`src/rtl/core_pkg.sv`:
```
// rtl/core_pkg.sv - shared core types: decoded control bundle and its NOP value.
package core_pkg;

  typedef struct packed {
    logic       write_en_rf;
    logic       imm_src;
    logic [4:0] alu_op;
    logic       write_en_dmem;
    logic [2:0] load_type;
    logic [1:0] store_type;
    logic       fence_en;
    logic       alu_rd2_select;
    logic       branch_en;
    logic       jal_en;
    logic       jalr_en;
    logic       data_read;
    logic       auipc_en;
    logic       lui_en;
  } ctrl_t;

  localparam ctrl_t CTRL_NOP = '0;

  localparam int CTRL_W = $bits(ctrl_t);

endpackage

```
`src/rtl/id_ex_stage_hazard_detect.sv`:
```
// rtl/id_ex_stage_hazard_detect.sv - load-use hazard detection and upstream stall request.
module hazard_detect #(
  parameter int REG_AW = 5
) (
  input  logic              ex_valid,
  input  logic              ex_data_read,
  input  logic [REG_AW-1:0] ex_rd_addr,
  input  logic              id_valid,
  input  logic              id_uses_rs1,
  input  logic              id_uses_rs2,
  input  logic [REG_AW-1:0] id_rs1_addr,
  input  logic [REG_AW-1:0] id_rs2_addr,
  input  logic              flush,
  input  logic              flush_pending,
  input  logic              ex_stall,
  output logic              load_use,
  output logic              stall
);

  logic ex_is_load;
  logic rs1_hit;
  logic rs2_hit;

  // A load to x0 never produces a value anyone can depend on.
  assign ex_is_load = ex_valid && ex_data_read && (ex_rd_addr != '0);
  assign rs1_hit    = id_uses_rs1 && (id_rs1_addr == ex_rd_addr);
  assign rs2_hit    = id_uses_rs2 && (id_rs2_addr == ex_rd_addr);
  assign load_use   = ex_is_load && id_valid && (rs1_hit || rs2_hit);

  // A flush (now or owed) kills the dependent instruction, so no need to hold it.
  assign stall = ex_stall || (load_use && !flush && !flush_pending);

endmodule

```
`src/rtl/id_ex_stage.sv`:
```
// rtl/id_ex_stage.sv - ID/EX pipeline register with load-use bubble, flush and downstream stall.
// Optional ID_EX_PERF_CNT_EN adds load-use stall and flush bubble counters.
module id_ex_stage
  import core_pkg::*;
#(
  parameter int XLEN   = 32,
  parameter int REG_AW = 5
) (
  input  logic              clk,
  input  logic              rst_n,
  input  logic              id_valid_i,
  input  ctrl_t             id_ctrl_i,
  input  logic [XLEN-1:0]   id_pc_i,
  input  logic [XLEN-1:0]   id_rs1_data_i,
  input  logic [XLEN-1:0]   id_rs2_data_i,
  input  logic [XLEN-1:0]   id_imm_i,
  input  logic [REG_AW-1:0] id_rs1_addr_i,
  input  logic [REG_AW-1:0] id_rs2_addr_i,
  input  logic [REG_AW-1:0] id_rd_addr_i,
  input  logic              id_uses_rs1_i,
  input  logic              id_uses_rs2_i,
  input  logic              flush_i,
  input  logic              ex_stall_i,
  output logic              ex_valid_o,
  output ctrl_t             ex_ctrl_o,
  output logic [XLEN-1:0]   ex_pc_o,
  output logic [XLEN-1:0]   ex_rs1_data_o,
  output logic [XLEN-1:0]   ex_rs2_data_o,
  output logic [XLEN-1:0]   ex_imm_o,
  output logic [REG_AW-1:0] ex_rs1_addr_o,
  output logic [REG_AW-1:0] ex_rs2_addr_o,
  output logic [REG_AW-1:0] ex_rd_addr_o,
  output logic              stall_o
`ifdef ID_EX_PERF_CNT_EN
  ,
  output logic [31:0]       stall_cnt_o,
  output logic [31:0]       flush_cnt_o
`endif
);

  logic load_use;
  logic flush_pending;
  logic do_flush;
  logic do_bubble;
  logic do_capture;

  hazard_detect #(
    .REG_AW (REG_AW)
  ) u_hazard_detect (
    .ex_valid      (ex_valid_o),
    .ex_data_read  (ex_ctrl_o.data_read),
    .ex_rd_addr    (ex_rd_addr_o),
    .id_valid      (id_valid_i),
    .id_uses_rs1   (id_uses_rs1_i),
    .id_uses_rs2   (id_uses_rs2_i),
    .id_rs1_addr   (id_rs1_addr_i),
    .id_rs2_addr   (id_rs2_addr_i),
    .flush         (flush_i),
    .flush_pending (flush_pending),
    .ex_stall      (ex_stall_i),
    .load_use      (load_use),
    .stall         (stall_o)
  );

  // Priority: downstream stall, then flush, then load-use, then normal capture.
  assign do_flush   = !ex_stall_i && (flush_i || flush_pending);
  assign do_bubble  = !ex_stall_i && !do_flush && load_use;
  assign do_capture = !ex_stall_i && !do_flush && !load_use;

  always_ff @(posedge clk or negedge rst_n) begin
    if (!rst_n) begin
      flush_pending <= 1'b0;
    end else if (ex_stall_i) begin
      if (flush_i) begin
        flush_pending <= 1'b1;
      end
    end else begin
      flush_pending <= 1'b0;
    end
  end

  always_ff @(posedge clk or negedge rst_n) begin
    if (!rst_n) begin
      ex_valid_o    <= 1'b0;
      ex_ctrl_o     <= CTRL_NOP;
      ex_pc_o       <= '0;
      ex_rs1_data_o <= '0;
      ex_rs2_data_o <= '0;
      ex_imm_o      <= '0;
      ex_rs1_addr_o <= '0;
      ex_rs2_addr_o <= '0;
      ex_rd_addr_o  <= '0;
    end else if (do_capture) begin
      ex_valid_o    <= id_valid_i;
      ex_ctrl_o     <= id_valid_i ? id_ctrl_i : CTRL_NOP;
      ex_pc_o       <= id_pc_i;
      ex_rs1_data_o <= id_rs1_data_i;
      ex_rs2_data_o <= id_rs2_data_i;
      ex_imm_o      <= id_imm_i;
      ex_rs1_addr_o <= id_rs1_addr_i;
      ex_rs2_addr_o <= id_rs2_addr_i;
      ex_rd_addr_o  <= id_rd_addr_i;
    end else if (do_flush || do_bubble) begin
      // Bubbles also clear the datapath so waveforms stay deterministic.
      ex_valid_o    <= 1'b0;
      ex_ctrl_o     <= CTRL_NOP;
      ex_pc_o       <= '0;
      ex_rs1_data_o <= '0;
      ex_rs2_data_o <= '0;
      ex_imm_o      <= '0;
      ex_rs1_addr_o <= '0;
      ex_rs2_addr_o <= '0;
      ex_rd_addr_o  <= '0;
    end
  end

`ifdef ID_EX_PERF_CNT_EN
  always_ff @(posedge clk or negedge rst_n) begin
    if (!rst_n) begin
      stall_cnt_o <= '0;
      flush_cnt_o <= '0;
    end else begin
      if (do_bubble) begin
        stall_cnt_o <= stall_cnt_o + 32'd1;
      end
      if (do_flush) begin
        flush_cnt_o <= flush_cnt_o + 32'd1;
      end
    end
  end
`endif

endmodule

```
`config.mk`:
```
export PLATFORM = sky130hd
export DESIGN_NAME = id_ex_stage
export DESIGN_NICKNAME = d
export VERILOG_FILES = /design/src/rtl/core_pkg.sv /design/src/rtl/id_ex_stage_hazard_detect.sv /design/src/rtl/id_ex_stage.sv
export SDC_FILE = /design/constraint.sdc
export NUM_CORES = 1
export LEC_CHECK = 0
export CELL_PAD_IN_SITES_DETAIL_PLACEMENT = 1
export CELL_PAD_IN_SITES_GLOBAL_PLACEMENT = 2
export CORE_UTILIZATION = 27
export DETAILED_ROUTE_END_ITERATION = 6
export MAX_ROUTING_LAYER = met4
export PLACE_DENSITY = 0.86
export SYNTH_ARGS = -nofsm -noshare
export SYNTH_HDL_FRONTEND = slang
export SYNTH_SLANG_ARGS = --single-unit
```
`constraint.sdc`:
```
create_clock -name clk -period 5.2 [get_ports clk]
set_input_delay 0.78 -clock clk [delete_from_list [all_inputs] [get_ports clk]]
set_output_delay 0.78 -clock clk [all_outputs]
set_load 0.1 [all_outputs]
```
==> impl_metrics.json <==
{
  "status": "finished clean",
  "r2r-start": "ex_rd_addr_o[0]",
  "drcViolationCount": 0,
  "avgSynthCellArea_sq_um": 9.767,
  "cp_cell_sequence": "clkdlybuf4s50_1, buf_4, and3_1, o21ai_4, nor3_1, a21o_1, buf_4",
  "io_buffers": 336,
  "vias": 7702,
  "end_kind": "output pin",
  "wl_met3_microns": 1742,
  "whs_ps": 404.3,
  "async_reset_ff_share_pct": 100.0,
  "critPathTopFamily": "buffers and inverters",
  "drv_cap": 0,
  "synth_compound_area_share_pct": 29.11,
  "crit_path_max_incr_delay_ps": 450,
  "cp-startpoint": "id_valid_i",
  "power_density_nw_per_um2": 393.1,
  "maxSlewViolCount": 0,
  "crit_top_cell": "buf_4",
  "grtUsageTotal_pct": 19.22,
  "crit_type": "in -> out",
  "ys_top_cells_by_area": "dfrtp_1, a32oi_1, o21ai_1, nand2_1, clkbuf_1",
  "cts_buffer_depth": 2,
  "yosys_warnings": 0,
  "critPathLaunchType": "primary input",
  "worst_ep_arrival_time_ps": 2750,
  "synth-seq-cells": 166,
  "vias_per_cell": 5.265,
  "grt_max_degree": 166,
  "finalHoldViolCount": 0,
  "nets": 1241,
  "top_layer": "met4",
  "synth_top_family_by_area": "compound AO/OA/AOI/OAI gates",
  "grt_pass1_vias": 7620,
  "synth_ff_type": "dfrtp_1",
  "dieWidth_microns": 172.1,
  "drt-pass1-iter-count": 4,
  "post-route-period-util_pct": 67.93,
  "path_buf_inv": 3,
  "row_count": 61,
  "place_congestion": 0.7715,
  "fmax_mhz": 283.1,
  "yosysTopAreaCellShare_pct": 53.16,
  "fillCellCount": 3210,
  "syn_nets": 971,
  "syn_to_final_growth_pct": 52.14,
  "coreArea_sq_um": 28090,
  "cts-buffers-inserted": 17,
  "htreeDepth": 4,
  "synth_commonest_cells": "dfrtp_1, o21ai_1, nand2_1",
  "path_clk_slew_ps": 80,
  "cts.sink_count": 166,
  "wl_met1_microns": 12000,
  "final-setup-viol-count": 0,
  "synth_xor_area_share_pct": 1.121,
  "leakagePower_nw": 4.547,
  "cts_tree": "yes",
  "yosysMostFrequentCell": "dfrtp_1",
  "worstHoldPathType": "in -> async",
  "crit_required_ps": 4420,
  "rsz0062_at_grt": "no",
  "drive_gt1_share_pct": 4.340,
  "holdBufCountCts": 0,
  "worst_path_max_delay_cell": "clkdlybuf4s50_1",
  "wl_microns": 28340,
  "timing_worst_slew_pin_value_ps": 1140,
  "drt-initial-drc-count": 458,
  "antenna_found_initial": 2,
  "yosysTopAreaCell": "dfrtp_1",
  "yosys.area_share.simple_pct": 10.57,
  "yosysUniqueCellTypes": 22,
  "synthAdderAreaFrac_pct": 0,
  "drtAntennaViolNets": 0,
  "dp_hpwl_microns": 18140,
  "grt_pass1_wl_microns": 43290,
  "wl_met2_microns": 14100,
  "synth_cells": 800,
  "insertion_delay_ps": 430,
  "cts-resized-gates": 0,
  "min_period_ps": 3532,
  "slew_headroom_pct": 23.76,
  "finalClockSkew_ps": 12.55,
  "synth_mux_area_share_pct": 0,
  "setup-tns-final_ps": 0,
  "ys_seq_area_share_pct": 53.16,
  "syn_area_sq_um": 7814,
  "crit_fanout": 45,
  "wire_per_inst_microns": 19.37,
  "root_buffer": "clkbuf_16",
  "pin_count": 337,
  "peakVddDrop_uv": 162.4,
  "initial_core_util_pct": 27.82,
  "die_h_microns": 172.1,
  "grt_overflow": 0,
  "post-cts-setup-buffers": 0,
  "synth-edff-count": 0,
  "die_area_sq_um": 29620
}
-- stage by stage --
step	area (sq um)	instances	power [W]	setup WS (ps)	utilization [%]
floorplan	7814	800	0.002891	1705	-
global placement	11330	1429	0.003465	1683	40.36
detailed placement	11330	1429	0.003485	1668	40.36
CTS	11880	1461	0.004731	1658	42.31
global route	11890	1463	0.004855	1526	42.32
finish	11890	1463	0.004673	1668	42.32
-- cell usage in the layout (no fill, tap or decap), types with 2 or more instances in the layout --
cell type / n
a22oi_1: 21
a32oi_1: 144
and3_1: 22
buf_12: 4
buf_4: 9
clkbuf_1: 2
clkbuf_16: 17
clkdlybuf4s50_1: 333
clkinv_4: 3
clkinvlp_4: 2
dfrtp_1: 166
diode_2: 2
inv_6: 4
inv_8: 3
nand2_1: 146
nand3_1: 21
nand4_1: 2
o21ai_0: 6
o21ai_1: 159
xnor2_1: 10
-- routing by layer --
metal	up-vias	track usage (%)
met1	3873	24.11
met3	28	4.555
met5	-	-
li1	3578	-
met4	0	5.771
met2	223	30.66
-- final timing paths --
| kind | end | slack (ps) | cells after the start |
|---|---|---|---|
| setup / recovery | stall_o | 1670 | 7 |
| setup reg to reg | ex_rs2_data_o[4] | 2050 | 5 |
| max in group asynchronous | ex_rs1_data_o[11] | 3820 | 2 |
| hold / removal | ex_rs1_data_o[19] | 400 | 1 |
| hold reg to reg | ex_imm_o[28] | 490 | 2 |
| min in group clk | ex_imm_o[28] | 490 | 2 |
-- power breakdown --
part | switching (W) | internal [W] | total [W]
clock | 0.000594 | 0.000630 | 0.00122
sequential | 0.0000886 | 0.00144 | 0.00153
combinational | 0.00145 | 0.000475 | 0.00192
-- cells by family after synthesis --
logic type | after synthesis
AO/OA/AOI/OAI | 334
AND/OR/NAND/NOR | 194
flip-flops | 166
buffers and inverters | 96
XOR/XNOR | 10
-- worst reg2reg max path, delay by kind of cell, from the launching register on --
kind | cells | cell delay (ps)
compound gates | 3 | 1150
buf+inv | 1 | 850
flops | 1 | 450
simple gates | 1 | 610
-- area by class of cell --
type	count	area, sq um	share of cell area (%)
clock buffer	19	432.9	3.642
tap	378	473.0	3.979
sequential	166	4154	34.94
multi-input combinational	538	3216	27.05
clock inverter	13	115.1	0.9683
timing repair buffer	347	3492	29.38
antenna	2	5.005	0.04210
-- flip-flops by register name, indices dropped and copies added, names as in the netlist --
| signal | count |
|---|---|
| ex_imm_o | 32 |
| ex_pc_o | 32 |
| ex_rs1_data_o | 32 |
| ex_rs2_data_o | 32 |
| ex_ctrl_o | 21 |
| ex_rd_addr_o | 5 |
| ex_rs1_addr_o | 5 |
| ex_rs2_addr_o | 5 |
| ex_valid_o | 1 |
| flush_pending | 1 |
No activity file was read; power rests on OpenSTA's default activity.
